[src/rtl/demux1x4_buf_pkg.sv]
// Shared constants, types and helpers for the buffered 1-to-4 demultiplexer.
// Lane occupancy is packed two bits per lane into a single status vector.
package demux1x4_buf_pkg;

    localparam int LANES     = 4;
    localparam int SEL_W     = 2;
    localparam int CNT_W     = 2;
    localparam int DEF_WIDTH = 16;
    localparam int DEF_DEPTH = 2;

    typedef logic [CNT_W-1:0]       lane_cnt_t;
    typedef logic [LANES*CNT_W-1:0] lane_cnt_vec_t;

    typedef enum logic [SEL_W-1:0] {
        LANE_0 = 2'd0,
        LANE_1 = 2'd1,
        LANE_2 = 2'd2,
        LANE_3 = 2'd3
    } lane_e;

    // Pulls the occupancy of one lane out of the packed status vector.
    function automatic lane_cnt_t lane_cnt_of(input lane_cnt_vec_t packed_cnt,
                                              input logic [SEL_W-1:0] lane);
        return packed_cnt[lane*CNT_W +: CNT_W];
    endfunction

endpackage

[src/rtl/lane_fifo2.sv]
// One output lane: up to two buffered words with wrap-around pointers and a
// separate count. The head word is held in its own register so it stays put once the lane drains.
module lane_fifo2
    import demux1x4_buf_pkg::*;
#(
    parameter int WIDTH = DEF_WIDTH,
    parameter int DEPTH = DEF_DEPTH
)
(
    input  logic             clk,
    input  logic             rst,
    input  logic             push,
    input  logic             pop,
    input  logic [WIDTH-1:0] din,
    output logic [WIDTH-1:0] dout,
    output logic             valid,
    output logic             full,
    output logic [CNT_W-1:0] cnt
);

    localparam logic [CNT_W-1:0] DEPTH_C = CNT_W'(DEPTH);

    logic [WIDTH-1:0] mem_r [2];
    logic [WIDTH-1:0] head_r;
    logic [WIDTH-1:0] head_next_s;
    logic [CNT_W-1:0] cnt_r;
    logic [CNT_W-1:0] cnt_next_s;
    logic [CNT_W-1:0] cnt_after_pop_s;
    logic             rd_r;
    logic             wr_r;
    logic             rd_next_s;
    logic             wr_next_s;
    logic             valid_r;
    logic             full_r;
    logic             push_s;
    logic             pop_s;

    // A single-entry lane keeps both pointers pinned to slot 0.
    function automatic logic ptr_inc(input logic ptr);
        if (DEPTH == 2) begin
            return ~ptr;
        end else begin
            return 1'b0;
        end
    endfunction

    // Guard against overflow and underflow regardless of what the caller drives.
    always_comb begin
        push_s = push & ~full_r;
        pop_s  = pop & valid_r;
    end

    // Next-state for pointers, count and head word.
    always_comb begin
        cnt_after_pop_s = cnt_r - CNT_W'(pop_s);
        cnt_next_s      = cnt_after_pop_s + CNT_W'(push_s);
        if (pop_s) begin
            rd_next_s = ptr_inc(rd_r);
        end else begin
            rd_next_s = rd_r;
        end
        if (push_s) begin
            wr_next_s = ptr_inc(wr_r);
        end else begin
            wr_next_s = wr_r;
        end
        // When the lane is empty after the pop, a fresh push goes straight to the head.
        if (cnt_after_pop_s == '0) begin
            if (push_s) begin
                head_next_s = din;
            end else begin
                head_next_s = head_r;
            end
        end else begin
            head_next_s = mem_r[rd_next_s];
        end
    end

    // Lane state registers; reset discards every buffered word.
    always_ff @(posedge clk or negedge rst) begin
        if (!rst) begin
            mem_r[0] <= '0;
            mem_r[1] <= '0;
            head_r   <= '0;
            cnt_r    <= '0;
            rd_r     <= 1'b0;
            wr_r     <= 1'b0;
            valid_r  <= 1'b0;
            full_r   <= 1'b0;
        end else begin
            if (push_s) begin
                mem_r[wr_r] <= din;
            end
            head_r  <= head_next_s;
            cnt_r   <= cnt_next_s;
            rd_r    <= rd_next_s;
            wr_r    <= wr_next_s;
            valid_r <= (cnt_next_s != '0);
            full_r  <= (cnt_next_s == DEPTH_C);
        end
    end

    assign dout  = head_r;
    assign valid = valid_r;
    assign full  = full_r;
    assign cnt   = cnt_r;

endmodule

[src/rtl/demux1x4_buf.sv]
// Registered 1-to-4 demultiplexer: steers each accepted word to the lane named
// by in_sel, where it waits in that lane's small FIFO until its consumer takes it.
module demux1x4_buf
    import demux1x4_buf_pkg::*;
#(
    parameter int WIDTH = DEF_WIDTH,
    parameter int DEPTH = DEF_DEPTH
)
(
    input  logic                   clk,
    input  logic                   rst,
    input  logic                   in_valid,
    output logic                   in_ready,
    input  logic [SEL_W-1:0]       in_sel,
    input  logic [WIDTH-1:0]       in_data,
    output logic [LANES-1:0]       out_valid,
    input  logic [LANES-1:0]       out_ready,
    output logic [WIDTH-1:0]       out0,
    output logic [WIDTH-1:0]       out1,
    output logic [WIDTH-1:0]       out2,
    output logic [WIDTH-1:0]       out3,
    output logic [LANES*CNT_W-1:0] lane_cnt
);

    logic [LANES-1:0] push_s;
    logic [LANES-1:0] full_s;
    logic [LANES-1:0] valid_s;
    logic [WIDTH-1:0] dout_s [LANES];
    logic [CNT_W-1:0] cnt_s  [LANES];

    // Readiness depends only on the selected lane's registered full flag, never on out_ready.
    always_comb begin
        case (in_sel)
            LANE_0:  in_ready = ~full_s[0];
            LANE_1:  in_ready = ~full_s[1];
            LANE_2:  in_ready = ~full_s[2];
            LANE_3:  in_ready = ~full_s[3];
            default: in_ready = 1'b0;
        endcase
    end

    // Decode the select into a one-hot push strobe for the accepted word.
    always_comb begin
        push_s = '0;
        if (in_valid && in_ready) begin
            push_s[in_sel] = 1'b1;
        end else begin
            push_s = '0;
        end
    end

    for (genvar g = 0; g < LANES; g++) begin : g_lane
        lane_fifo2 #(
            .WIDTH (WIDTH),
            .DEPTH (DEPTH)
        ) u_lane (
            .clk   (clk),
            .rst   (rst),
            .push  (push_s[g]),
            .pop   (out_ready[g]),
            .din   (in_data),
            .dout  (dout_s[g]),
            .valid (valid_s[g]),
            .full  (full_s[g]),
            .cnt   (cnt_s[g])
        );
    end

    assign out_valid = valid_s;
    assign out0      = dout_s[0];
    assign out1      = dout_s[1];
    assign out2      = dout_s[2];
    assign out3      = dout_s[3];
    assign lane_cnt  = {cnt_s[3], cnt_s[2], cnt_s[1], cnt_s[0]};

endmodule

[config.mk]
export PLATFORM = sky130hd
export DESIGN_NAME = demux1x4_buf
export DESIGN_NICKNAME = d
export VERILOG_FILES = /design/src/rtl/demux1x4_buf_pkg.sv /design/src/rtl/lane_fifo2.sv /design/src/rtl/demux1x4_buf.sv
export SDC_FILE = /design/constraint.sdc
export NUM_CORES = 1
export LEC_CHECK = 0
export BUFFER_PORTS_ARGS = -buffer_cell sky130_fd_sc_hd__buf_2
export CAP_MARGIN = 20
export CORE_UTILIZATION = 35
export CTS_CLUSTER_DIAMETER = 100
export CTS_CLUSTER_SIZE = 16
export DETAILED_ROUTE_END_ITERATION = 10
export SYNTH_ARGS = -nofsm -noshare
export SYNTH_HDL_FRONTEND = slang
export SYNTH_SLANG_ARGS = --single-unit
[constraint.sdc]
create_clock -name clk -period 3.1 [get_ports clk]
set_clock_uncertainty 0.15 [all_clocks]
set_input_delay 0.155 -clock clk [delete_from_list [all_inputs] [get_ports clk]]
set_output_delay 0.155 -clock clk [all_outputs]
set_load 0.02 [all_outputs]
==> results of run 1 <==
metal layers:
layer	GRT usage, %	share of wire (%)
met5	0	0.045
met4	5.21	2.4
met3	3.66	5.7
met2	29.8	46
met1	26.0	46
layout by cell type (no fill, tap or decap), types with 6 or more instances in the layout:
cell	n
dlygate4sd3_1	18
mux2_4	10
xnor2_1	10
nand2_1	135
ha_1	7
and2_1	6
o21ai_0	64
buf_2	100
clkbuf_16	17
dfrtp_1	216
a32oi_1	128
buf_4	26
nor2_1	8
inv_1	11
mux2_2	118
per-stage QoR:
stage               setup slack, ps  power, mW  hold WS [ps]  instances  instance area [um^2]
floorplan                       965       9.02          -291        832                  9800
global placement                842       10.7           154       1252                 10700
detailed placement              796       10.9           147       1252                 10700
CTS                             770       12.9          18.6       1289                 11300
global route                    715       13.7          47.0       1289                 11300
finish                          794       12.8          34.9       1289                 11300
registers in the layout, summed over array words and instances (netlist names):
register,flops
g_lane.u_lane.mem_r,128
g_lane.u_lane.dout,64
g_lane.u_lane.rd_r,4
g_lane.u_lane.valid,4
g_lane.u_lane.cnt,8
g_lane.u_lane.wr_r,4
g_lane.u_lane.full,4
power by group through the flow:
stage	Combinational (mW)	Sequential, mW	Clock, mW
after floorplan	3.54	5.48	0
after global placement	5.65	5.09	0
after detailed placement	5.74	5.13	0
after CTS	5.79	5.09	2.03
after global routing	6.30	5.26	2.13
final	5.76	5.09	1.97
tightest hold or removal path, cell delays in order:
cell and delay, ps:
buf_2 130, nand4b_2 250, xnor2_1 100
cells by family after synthesis:
| group | count (synthesis) | synth area share [%] |
|---|---|---|
| XOR/XNOR | 13 | 1.16 |
| multiplexers | 129 | 15.3 |
| AO/OA/AOI/OAI | 202 | 15.6 |
| AND/OR/NAND/NOR | 170 | 7.71 |
| buffers and inverters | 95 | 4.15 |
| flip-flops | 216 | 55.2 |
| adder cells (fa/ha/maj) | 7 | 0.894 |
layout make-up:
class                   count  area [um^2]  area share [%]
flip-flops and latches    216         5410            47.9
inverters                  14         57.6           0.510
repair buffers            147          930            8.23
well taps                 372          465            4.12
clock inverters             2         17.5           0.155
clock buffers              17          425            3.77
multi-input cells         521         3990            35.3
path summary, 6_finish.rpt:
kind	startpoint	to	slack (ps)	depth (start not counted)
worst min register to register	g_lane[3].u_lane.wr_r	g_lane[3].u_lane.wr_r	350	1
max in group asynchronous	rst	g_lane[0].u_lane.mem_r[8]	1770	3
worst min-delay path	in_sel[1]	g_lane[3].u_lane.wr_r	30	3
worst max register to register	g_lane[0].u_lane.full	g_lane[0].u_lane.mem_r[30]	790	3
worst max-delay path	g_lane[0].u_lane.full	g_lane[0].u_lane.mem_r[30]	790	3
min in group asynchronous	rst	g_lane[1].u_lane.mem_r[2]	160	2
==> impl_metrics.json, run 1 <==
{
  "status": "completed",
  "synth.avg_cell_area_um2": 11.8,
  "sw_frac_of_total_pct": 40.1,
  "fin_crit_sh_pct": 74.4,
  "grt_antenna_before_repair": 1,
  "finalSetupTns_ps": 0,
  "slew_headroom_pct": 45.3,
  "finalSetupViolCount": 0,
  "synth_seq_cells": 216,
  "clockBufferDepth": 3,
  "path_cells": "or4b_1 -> nor2_4 -> mux2_2",
  "drc": 0,
  "seqPwrFrac_pct": 39.7,
  "clk_latency_ps": 490,
  "die_height_um": 169,
  "required_ps": 3320,
  "port_buffers": 101,
  "fp-row-count": 60,
  "cp_top_family": "simple AND/OR/NAND/NOR gates",
  "min_path_type": "primary input to flop",
  "wl_per_cell_um": 20.7,
  "synth_top_cells_by_area": "dfrtp_1 (55%), mux2_2 (14%), a32oi_1 (11%), nand2_1 (5.2%), o21ai_0 (3.3%)",
  "synth_warnings": 0,
  "io_pins": 102,
  "grt_max_degree": 97,
  "async_flop_share_pct": 100,
  "path_clk_slew_ps": 70,
  "via_count": 7132,
  "yosysUniqueCellTypes": 36,
  "post_cts_buffers": 0,
  "cp_slowest_cell": "or4b_1",
  "diodes": 0,
  "synth_most_common_cell": "dfrtp_1",
  "netlist_top_cells_count": "dfrtp_1 (216), nand2_1 (135), a32oi_1 (128)",
  "arrival_ps": 2520,
  "nets": 949,
  "area_growth_pct": 15.3,
  "grt_pass1_vias": 7159,
  "crit_path_start_kind": "flop",
  "power.density_nw_per_um2": 1130,
  "final_util_pct": 41.5,
  "postCtsHoldBufs": 18,
  "clock_sinks": 216,
  "die_w_um": 169,
  "track_usage_pct": 18.8,
  "tightest_slew_ps": 821,
  "hold_violations": 0,
  "path_buf_inv": 0,
  "setup.worst_path.class": "flop to flop",
  "fp.dieArea_um2": 28700,
  "hpwl_um": 16800,
  "drt_wl_total_um": 26700,
  "post_route_cells_drive_above_1_share_pct": 31.3,
  "critical_path.max_fanout": 16,
  "netlist_area_um2": 9800,
  "internal_power_mw": 7.68,
  "synth_ff_type": "dfrtp_1",
  "drt-pass1-iter-count": 7,
  "synth_fp_nets": 864,
  "synth_edf_count": 0,
  "drv_slew": 0,
  "clock_power_share_pct": 15.4,
  "yosysTopAreaCellShare_pct": 55.2,
  "maxCapViolCount": 0,
  "numCtsBuffers": 17,
  "core_um2": 27200,
  "leakagePower_nw": 4.87,
  "grt_overflow_total": 0,
  "drtIter0Drc": 521,
  "cts_tree": "yes",
  "cts-resized-gates": 0,
  "nFillCells": 2601,
  "syn_inst": 832,
  "place_congestion": 0.760,
  "yosys.area.top_type": "dfrtp_1",
  "timing.fmax_mhz": 434,
  "cts-root-buf": "clkbuf_16",
  "ant_nets": 0,
  "vdd_drop_max_mv": 0.457,
  "htreeDepth": 1,
  "switching_power_mw": 5.13,
  "cp_slowest_stage_delay_ps": 770,
  "avgViaCountPerCell": 5.53,
  "grt_setup_unrepaired": "false",
  "grt_pass1_wl_um": 41800,
  "p_comb_share_pct": 44.9,
  "start_util_pct": 36.0,
  "period_minus_slack_ps": 2310,
  "yosysSeqAreaShare_pct": 55.2,
  "crit_path_end_kind": "flop"
}
(Power assumes the default switching activity.)
==> inputs of run 2 (changes only) <==
clock period = 2 ns   (was 3.1 ns; I/O delays follow)
==> run 2 against run 1 <==
Compared with the run above: count of clock-buffer cells in the layout unchanged; highest routed layer is now met4; clock power up 52%; combinational power increased by 61%; largest power group unchanged; non-clock buffer count grew 31.
==> impl_metrics.json, run 2 (same netlist as run 1, synthesis figures left out) <==
{
  "post_cts_buffers": 0,
  "grt_setup_unrepaired": "false",
  "r2r_slack_ps": 120,
  "slew_headroom_pct": 63.2,
  "grt_pass1_wl_um": 41700,
  "drc": 0,
  "setup_slack_ps": 125,
  "die_w_um": 169,
  "cts_tree": "yes",
  "crit_path_end_kind": "flop",
  "place_congestion": 0.769,
  "endpoint": "g_lane[3].u_lane.dout[12]",
  "post_route_cells_drive_above_1_share_pct": 33.5,
  "power.density_nw_per_um2": 1740,
  "min_path_type": "primary input to async pin",
  "grt_overflow_total": 0,
  "fp-row-count": 60,
  "cp_slowest_stage_delay_ps": 420,
  "grt_pass1_vias": 7323,
  "cp_slowest_cell": "dfrtp_1",
  "port_buffers": 101,
  "fp.dieArea_um2": 28700,
  "period_minus_slack_ps": 1880,
  "drtIter0Drc": 438,
  "area_growth_pct": 18.6,
  "r2r-start": "g_lane[3].u_lane.valid",
  "via_count": 7240,
  "fin_crit_sh_pct": 93.8,
  "die_height_um": 169,
  "drt-pass1-iter-count": 5,
  "top_register": "g_lane.u_lane.mem_r",
  "path_cells": "and2_1 -> ha_1 -> xnor2_2 -> and2_0 -> buf_4 -> a32oi_1",
  "crit_start": "g_lane[3].u_lane.valid",
  "core_um2": 27200,
  "numCtsBuffers": 17,
  "final_common_cell": "dfrtp_1",
  "path_buf_inv": 1,
  "hpwl_um": 17200,
  "clockBufferDepth": 3,
  "diodes": 0,
  "mostFrequentLayoutCells": "dfrtp_1 (216), nand2_1 (135), a32oi_1 (128)",
  "clk_latency_ps": 480,
  "rr_worst_depth": 6,
  "wl_per_cell_um": 20.2,
  "path_clk_slew_ps": 70,
  "crit_path_start_kind": "flop",
  "io_pins": 102,
  "finalSetupViolCount": 0,
  "cp_num_cells": 6,
  "drv_slew": 0,
  "nFillCells": 2620,
  "grt_max_degree": 51,
  "ant_nets": 0,
  "largest_register_ffs": 128,
  "dpl-instance-area_um2": 11000,
  "cts-root-buf": "clkbuf_16",
  "fin_area_um2": 11600,
  "leakagePower_nw": 5.05,
  "timing.fmax_mhz": 533,
  "cp_top_family": "flip-flops",
  "timing.rr.end": "g_lane[3].u_lane.dout[12]",
  "maxCapViolCount": 0,
  "post-place-ws_ps": 31.0,
  "finalSetupTns_ps": 0,
  "total_power_mw": 20.2,
  "required_ps": 2180,
  "hold_violations": 0,
  "arrival_ps": 2050,
  "htreeDepth": 1,
  "critical_path.max_fanout": 16,
  "status": "completed",
  "drt_wl_total_um": 26600,
  "tightest_slew_ps": 552,
  "nets": 980,
  "start_util_pct": 36.0,
  "clock_sinks": 216,
  "track_usage_pct": 18.6,
  "setup.worst_path.class": "flop to flop",
  "grt_antenna_before_repair": 0,
  "avgViaCountPerCell": 5.49,
  "vdd_drop_max_mv": 0.610
}
[run 2: area by class of cell]
type                            count  area, um^2  area share (%)
Multi-Input combinational cell    521        4030            34.6
Clock buffer                       17         425            3.66
Clock inverter                      1        8.76          0.0754
Tap cell                          372         465            4.00
Sequential cell                   216        5410            46.5
Timing Repair Buffer              178        1230            10.6
Inverter                           14        57.6           0.495
[run 2: worst min-delay path by stage]
| stage | to | slack [ps] |
|---|---|---|
| after CTS | g_lane[1].u_lane.cnt[1] | 1 |
| after global placement | g_lane[1].u_lane.dout[2] | -50 |
| after global routing | g_lane[1].u_lane.valid | 20 |
| after floorplan | g_lane[0].u_lane.cnt[0] | -350 |
| after detailed placement | g_lane[1].u_lane.cnt[1] | -60 |
| final | g_lane[1].u_lane.valid | 0.4 |
[run 2: stage by stage]
step / std cells / hold WS (ps) / utilization (%)
6_report: 1319 / 0.418 / 42.8
5_1_grt: 1319 / 23.4 / 42.8
3_3_place_gp: 1279 / -55.0 / 40.3
2_1_floorplan: 832 / -346 / -
4_1_cts: 1319 / 1.15 / 42.8
3_5_place_dp: 1279 / -55.0 / 40.3
[run 2: layer usage]
layer  routed length, um  global-route usage, %  vias up
met5                   0                      0        -
met4                 677                   5.48        0
met3                1140                   2.75       33
met2               12500                   30.1      169
met1               12200                   25.8     3740
li1                    -                      -     3298
[run 2: what timing repair did]
item | CTS | global route
hold buffers | 22 | 0
gates resized for setup | 0 | 1
endpoints found under the hold margin | 317 | 0
endpoints found under the setup margin | 0 | 38
[run 2: where the power goes]
| group | leakage, nW | switching (mW) | internal (mW) |
|---|---|---|---|
| combinational | 2.23 | 5.27 | 4.01 |
| sequential | 2.61 | 1.26 | 6.64 |
| clock | 0.214 | 1.48 | 1.52 |
| total | 5.05 | 8.00 | 12.2 |
